--- config.mk ---
export PLATFORM = sky130hd
export DESIGN_NAME = texture_bilinear_filter_flat
export DESIGN_NICKNAME = d
export VERILOG_FILES = /design/src/rtl/tmu_pkg.sv /design/src/rtl/texture_bilinear_filter_if.sv /design/src/rtl/texel_lerp.sv /design/src/rtl/texture_bilinear_filter.sv /design/src/flat_wrapper.sv
export SDC_FILE = /design/constraint.sdc
export NUM_CORES = 2
export LEC_CHECK = 0
export ABC_AREA = 1
export ABC_CLOCK_PERIOD_IN_PS = 8710
export CORE_UTILIZATION = 45
export CTS_CLUSTER_SIZE = 25
export DETAILED_ROUTE_END_ITERATION = 7
export PLACE_DENSITY_LB_ADDON = 0.08
export SLEW_MARGIN = 25
export SYNTH_ARGS = -nofsm -noshare
export SYNTH_HDL_FRONTEND = slang
export SYNTH_SLANG_ARGS = --single-unit
export TNS_END_PERCENT = 5
--- constraint.sdc ---
create_clock -name aclk -period 8.71 [get_ports aclk]
set_clock_uncertainty 0.05 [all_clocks]
set_input_delay 1.742 -clock aclk [delete_from_list [all_inputs] [get_ports aclk]]
set_output_delay 1.742 -clock aclk [all_outputs]
set_load 0.005 [all_outputs]
--- src/rtl/tmu_pkg.sv ---
// Shared TMU definitions: texel layout, fraction width and nearest-texel selector encoding.
package tmu_pkg;

  localparam int unsigned PIXEL_WIDTH     = 32;
  localparam int unsigned SUB_PIXEL_WIDTH = 8;
  localparam int unsigned FRAC_WIDTH      = 8;
  localparam int unsigned NUM_CHANNELS    = PIXEL_WIDTH / SUB_PIXEL_WIDTH;
  // a*(256-f) + b*f peaks at 65280, so one bit beyond 16 covers the 256-f term
  localparam int unsigned LERP_WIDTH      = 2 * SUB_PIXEL_WIDTH + 1;

  localparam int unsigned CHAN_A = 0;
  localparam int unsigned CHAN_B = 8;
  localparam int unsigned CHAN_G = 16;
  localparam int unsigned CHAN_R = 24;

  // Encoded as {fracT msb, fracS msb}
  typedef enum logic [1:0] {
    Sel00 = 2'b00,
    Sel01 = 2'b01,
    Sel10 = 2'b10,
    Sel11 = 2'b11
  } near_sel_e;

  function automatic int unsigned chanLsb(input int unsigned ch);
    return ch * SUB_PIXEL_WIDTH;
  endfunction

endpackage

--- src/rtl/texture_bilinear_filter_if.sv ---
// Beat-level bus between the texture buffer, the bilinear filter and its consumer.
interface texture_bilinear_filter_if #(
  parameter int unsigned PIXEL_WIDTH = tmu_pkg::PIXEL_WIDTH,
  parameter int unsigned FRAC_WIDTH  = tmu_pkg::FRAC_WIDTH,
  parameter int unsigned TAG_WIDTH   = 16
);

  logic                   confEnableFilter;
  logic                   s_valid;
  logic [TAG_WIDTH-1:0]   s_tag;
  logic [PIXEL_WIDTH-1:0] texel00;
  logic [PIXEL_WIDTH-1:0] texel01;
  logic [PIXEL_WIDTH-1:0] texel10;
  logic [PIXEL_WIDTH-1:0] texel11;
  logic [FRAC_WIDTH-1:0]  fracS;
  logic [FRAC_WIDTH-1:0]  fracT;
  logic                   m_valid;
  logic [TAG_WIDTH-1:0]   m_tag;
  logic [PIXEL_WIDTH-1:0] m_texel;

  modport master (
    output confEnableFilter, s_valid, s_tag, texel00, texel01, texel10, texel11, fracS, fracT,
    input  m_valid, m_tag, m_texel
  );

  modport slave (
    input  confEnableFilter, s_valid, s_tag, texel00, texel01, texel10, texel11, fracS, fracT,
    output m_valid, m_tag, m_texel
  );

endinterface

--- src/rtl/texel_lerp.sv ---
// Single-channel linear interpolation: (a*(256-f) + b*f) >> 8, floored.
module texel_lerp
  import tmu_pkg::*;
(
  input  logic [SUB_PIXEL_WIDTH-1:0] a_i,
  input  logic [SUB_PIXEL_WIDTH-1:0] b_i,
  input  logic [FRAC_WIDTH-1:0]      f_i,
  output logic [SUB_PIXEL_WIDTH-1:0] res_o
);

  logic [LERP_WIDTH-1:0] sum;
  logic [SUB_PIXEL_WIDTH:0] unused_sum;

  always_comb begin
    sum = LERP_WIDTH'(a_i) * (LERP_WIDTH'(256) - LERP_WIDTH'(f_i))
        + LERP_WIDTH'(b_i) * LERP_WIDTH'(f_i);
  end

  // Top bit is always zero (max 65280); low byte is the discarded fraction
  assign res_o      = sum[2*SUB_PIXEL_WIDTH-1:SUB_PIXEL_WIDTH];
  assign unused_sum = {sum[LERP_WIDTH-1], sum[SUB_PIXEL_WIDTH-1:0]};

endmodule

--- src/rtl/texture_bilinear_filter.sv ---
// Three-stage, ce-stallable RGBA8888 bilinear / nearest texel filter with tag passthrough.
module texture_bilinear_filter #(
  parameter int unsigned PIXEL_WIDTH = tmu_pkg::PIXEL_WIDTH,
  parameter int unsigned FRAC_WIDTH  = tmu_pkg::FRAC_WIDTH,
  parameter int unsigned TAG_WIDTH   = 16
) (
  input logic                      aclk,
  input logic                      resetn,
  input logic                      ce,
  texture_bilinear_filter_if.slave bus
);

  import tmu_pkg::*;

  logic [PIXEL_WIDTH-1:0] lerpTop, lerpBot, lerpRes, nearTexel;
  logic [PIXEL_WIDTH-1:0] top_d, res_d;
  logic [PIXEL_WIDTH-1:0] top_q, bot_q, res_q, out_q;
  logic [FRAC_WIDTH-1:0]  fracT_q;
  logic                   filter_q;
  logic [TAG_WIDTH-1:0]   tag1_q, tag2_q, tag3_q;
  logic [2:0]             valid_q;
  near_sel_e              nearSel;

  for (genvar c = 0; c < NUM_CHANNELS; c++) begin : gen_chan
    localparam int unsigned Lo = chanLsb(c);

    texel_lerp u_lerp_top (
      .a_i   (bus.texel00[Lo +: SUB_PIXEL_WIDTH]),
      .b_i   (bus.texel01[Lo +: SUB_PIXEL_WIDTH]),
      .f_i   (bus.fracS),
      .res_o (lerpTop[Lo +: SUB_PIXEL_WIDTH])
    );

    texel_lerp u_lerp_bot (
      .a_i   (bus.texel10[Lo +: SUB_PIXEL_WIDTH]),
      .b_i   (bus.texel11[Lo +: SUB_PIXEL_WIDTH]),
      .f_i   (bus.fracS),
      .res_o (lerpBot[Lo +: SUB_PIXEL_WIDTH])
    );

    texel_lerp u_lerp_vert (
      .a_i   (top_q[Lo +: SUB_PIXEL_WIDTH]),
      .b_i   (bot_q[Lo +: SUB_PIXEL_WIDTH]),
      .f_i   (fracT_q),
      .res_o (lerpRes[Lo +: SUB_PIXEL_WIDTH])
    );
  end

  // Nearest mode rides in the top slot so stage 2 only needs a bypass mux
  always_comb begin
    nearSel   = near_sel_e'({bus.fracT[FRAC_WIDTH-1], bus.fracS[FRAC_WIDTH-1]});
    nearTexel = bus.texel00;
    unique case (nearSel)
      Sel00: nearTexel = bus.texel00;
      Sel01: nearTexel = bus.texel01;
      Sel10: nearTexel = bus.texel10;
      Sel11: nearTexel = bus.texel11;
    endcase
    top_d = bus.confEnableFilter ? lerpTop : nearTexel;
    res_d = filter_q ? lerpRes : top_q;
  end

  always_ff @(posedge aclk or negedge resetn) begin
    if (!resetn) begin
      valid_q  <= '0;
      top_q    <= '0;
      bot_q    <= '0;
      fracT_q  <= '0;
      filter_q <= 1'b0;
      tag1_q   <= '0;
      res_q    <= '0;
      tag2_q   <= '0;
      out_q    <= '0;
      tag3_q   <= '0;
    end else if (ce) begin
      valid_q  <= {valid_q[1:0], bus.s_valid};
      top_q    <= top_d;
      bot_q    <= lerpBot;
      fracT_q  <= bus.fracT;
      filter_q <= bus.confEnableFilter;
      tag1_q   <= bus.s_tag;
      res_q    <= res_d;
      tag2_q   <= tag1_q;
      out_q    <= res_q;
      tag3_q   <= tag2_q;
    end
  end

  assign bus.m_valid = valid_q[2];
  assign bus.m_tag   = tag3_q;
  assign bus.m_texel = out_q;

endmodule

--- src/flat_wrapper.sv ---
// flat-port wrapper written by rule: the top's interface ports become plain ports
module texture_bilinear_filter_flat import tmu_pkg::*;
#(
  parameter int unsigned PIXEL_WIDTH = tmu_pkg::PIXEL_WIDTH,
  parameter int unsigned FRAC_WIDTH  = tmu_pkg::FRAC_WIDTH,
  parameter int unsigned TAG_WIDTH   = 16
)
  (aclk, resetn, ce, bus_confEnableFilter, bus_s_valid, bus_s_tag, bus_texel00, bus_texel01, bus_texel10, bus_texel11, bus_fracS, bus_fracT, bus_m_valid, bus_m_tag, bus_m_texel);
  texture_bilinear_filter_if #(.PIXEL_WIDTH(PIXEL_WIDTH), .FRAC_WIDTH(FRAC_WIDTH), .TAG_WIDTH(TAG_WIDTH)) bus_i ();
  input logic aclk;
  input logic resetn;
  input logic ce;
  input wire logic [$bits(bus_i.confEnableFilter)-1:0] bus_confEnableFilter;
  input wire logic [$bits(bus_i.s_valid)-1:0] bus_s_valid;
  input wire logic [$bits(bus_i.s_tag)-1:0] bus_s_tag;
  input wire logic [$bits(bus_i.texel00)-1:0] bus_texel00;
  input wire logic [$bits(bus_i.texel01)-1:0] bus_texel01;
  input wire logic [$bits(bus_i.texel10)-1:0] bus_texel10;
  input wire logic [$bits(bus_i.texel11)-1:0] bus_texel11;
  input wire logic [$bits(bus_i.fracS)-1:0] bus_fracS;
  input wire logic [$bits(bus_i.fracT)-1:0] bus_fracT;
  output wire logic [$bits(bus_i.m_valid)-1:0] bus_m_valid;
  output wire logic [$bits(bus_i.m_tag)-1:0] bus_m_tag;
  output wire logic [$bits(bus_i.m_texel)-1:0] bus_m_texel;
  assign bus_i.confEnableFilter = bus_confEnableFilter;
  assign bus_i.s_valid = bus_s_valid;
  assign bus_i.s_tag = bus_s_tag;
  assign bus_i.texel00 = bus_texel00;
  assign bus_i.texel01 = bus_texel01;
  assign bus_i.texel10 = bus_texel10;
  assign bus_i.texel11 = bus_texel11;
  assign bus_i.fracS = bus_fracS;
  assign bus_i.fracT = bus_fracT;
  assign bus_m_valid = bus_i.m_valid;
  assign bus_m_tag = bus_i.m_tag;
  assign bus_m_texel = bus_i.m_texel;
  texture_bilinear_filter #(.PIXEL_WIDTH(PIXEL_WIDTH), .FRAC_WIDTH(FRAC_WIDTH), .TAG_WIDTH(TAG_WIDTH)) u_core (.aclk(aclk), .resetn(resetn), .ce(ce), .bus(bus_i));
endmodule
==> reports/metrics.yaml <==
worst_setup_path:
  cp_common_cell: "nand2_1"
  worst_ep_required_time_ns: 9.09
  worst-r2r-cell-count: 31
  crit_buf_inv: 6
  reg2reg_to: "u_core.res_q[23]"
  crit_slowest_cell: "inv_1"
  cp_max_fo: 19
  arrival_ns: 7.95
  r2r_start: "u_core.fracT_q[0]"
  slowest_delay_ns: 0.73
  critPathLaunch: "u_core.fracT_q[0]"
  critPathLaunchType: "flop"
  path_class: "reg2reg"
  ff2ff_setup_slack_ns: 1.14
  worst_path_dominant_cell_family: "adder cells"
  end_kind: "flop"
synth:
  ys_ff_latch: 188
  synthTopCellsByArea: "fa_1 (37%), inv_1 (16%), ha_1 (14%)"
  synth.distinct_cells: 42
  synthArstFlopShare_pct: 100.0
  yosysWarnings: 0
  synth_top_cell_by_area: "fa_1"
  synth_seq_area_share_pct: 7.254
  synth.most_common_cell: "inv_1"
  avgSynthCellArea_sq_um: 7.334
  netlist_instances: 8843
  syn-cell-area_sq_um: 64850
  synth_common_cells: "inv_1 (2681), nand2_1 (2247), fa_1 (1200)"
  synth_top_area_share_pct: 37.04
  syn_nets: 10930
  ys.flop_type: "dfrtp_1"
  synth_edf_count: 0
timing:
  finalCritPeriodShare_pct: 86.93
  fin_ws_ns: 1.139
  worst_pin_slew_ns: 1.011
  setup-violations-final: 0
  fin_crit_ns: 7.571
  drv_slew: 0
  hold_violations: 0
  slew_headroom_pct: 32.55
  rsz0062_at_grt: "no"
  fmax_ghz: 0.1321
  fin_tns_setup_ns: 0
floorplanning:
  die_h_microns: 381.6
  io-pin-count: 214
  fp.dieArea_sq_um: 145600
  core_area_sq_um: 142300
  die_w_microns: 381.6
  initial_core_util_pct: 45.58
  placementRows: 138
clock_tree:
  cts.path.max_buffers: 2
  cts_tree: "built"
  cts_hold_buf: 0
  htree_levels: 4
  cts_resized: 0
  cts_buffers: 17
  cts.sinks: 188
  clk_pin_slew_ns: 0.09
  cts_setup_buffers: 0
  clockRootBuffer: "clkbuf_16"
  clkLatencyLatePin_ns: 0.56
detailed_routing:
  drt_iter0_drc: 4173
  drt_wl_total_mm: 205.3
  detail_route.wl_per_cell_microns: 19.19
  antenna_left: 0
  drc: 0
  first_pass_iters: 8
  vias: 53250
  avgViaCountPerCell: 4.975
layout:
  instances_no_fill: 10700
  design_area_sq_um: 69330
  fin_nets: 10880
  drive_gt1_share_pct: 1.954
  final.fill_count: 14560
  multi_input_area_sq_um: 48550
  area_delta_synth_final_pct: 6.907
  regArea_sq_um: 4706
min_path:
  hp-class: "reg2reg"
  min_from: "u_core.tag1_q[15]"
  hold-path-endpoint: "u_core.tag1_q[15]"
  hold_depth: 2
grt:
  grt.total_usage_pct: 29.30
  grt_pass1_wl_mm: 325.7
  grt_max_degree: 117
  grt-ovfl-total: 0
  grt_pass1_vias: 55320
  antenna_found_initial: 20
placed_design:
  dp_hpwl_mm: 164.3
  port_buffers: 213
  postPlaceCellArea_sq_um: 68690
  place_ws_ns: 0.6683
  gp_congestion: 0.9057
  dp_cells: 10660
outcome:
  status: "complete, no violations"
flow_run:
  max-cap-violations: 0
==> cell families after synthesis <==
| group | Yosys count | synth area share [%] |
|---|---|---|
| simple gates | 3164 | 19.32 |
| buf+inv | 3065 | 17.93 |
| fa+ha+maj | 1922 | 50.97 |
| compound gates | 455 | 3.862 |
| flops | 188 | 7.254 |
| xor+xnor | 49 | 0.6618 |
==> state kept, by name (all words and copies together) (netlist names) <==
name,count
u_core.tag1_q,16
u_core.valid_q,3
u_core.top_q,32
u_core.fracT_q,8
u_core.bus.m_tag,16
u_core.bot_q,32
u_core.filter_q,1
u_core.bus.m_texel,32
u_core.res_q,32
u_core.tag2_q,16
==> worst min-delay path: cells and delay by family (launching register included) <==
kind | cells | cell delay [ns]
and+or+nand+nor | 2 | 0.09
DFF | 1 | 0.35
==> worst max path at each step <==
| stage | endpoint | slack, ns | depth (start not counted) |
|---|---|---|---|
| floorplan | u_core.bot_q[0] | 0.54 | 30 |
| global route | u_core.res_q[23] | 0.68 | 31 |
| finish | u_core.res_q[23] | 1.14 | 31 |
| detailed placement | u_core.top_q[5] | 0.67 | 29 |
| CTS | u_core.res_q[7] | 1.21 | 29 |
| global placement | u_core.top_q[29] | 0.68 | 27 |
==> area by class of cell <==
type / count / share of cell area (%)
repair buffers: 305 / 4.290
inverters: 2687 / 14.56
flip-flops and latches: 188 / 6.787
well taps: 1890 / 3.411
multi-input cells: 5590 / 70.02
clock inverters: 13 / 0.2418
diodes: 10 / 0.03609
clock buffers: 19 / 0.6533
==> routing by layer <==
layer,share of wire (%),track usage (%),up-vias
met3,6.4,3.536,210
met4,2.3,6.748,8
met1,47,42.73,26310
met5,0.029,0,-
li1,-,-,25120
met2,44,46.38,1604
==> cells in the final DEF, fill, tap and decap left out, types with 7 or more instances in the layout <==
master / instances
o2111ai_1: 16
nand4_1: 45
nor3_1: 15
diode_2: 10
a21o_1: 16
clkbuf_16: 17
nand3b_1: 25
o21ai_0: 155
or2_2: 15
o21bai_1: 18
fa_1: 1200
nand3_1: 229
nand2_1: 2243
buf_12: 15
clkdlybuf4s50_1: 202
ha_1: 721
nand2_2: 7
buf_2: 8
a221oi_1: 9
buf_4: 78
xor2_1: 27
a21oi_1: 219
inv_1: 2679
xnor2_1: 21
dfrtp_1: 187
nor2_1: 549
nor4_1: 17
==> through the flow <==
step	util, %	hold WS (ns)
CTS	48.71	0.4287
global route	48.73	0.4444
detailed placement	48.28	0.4085
floorplan	-	0.3917
finish	48.73	0.4232
global placement	48.28	0.4027
Power is left out: the tool's default activity adds up to more than one toggle a clock period on the data nets, which glitch-free logic cannot reach.
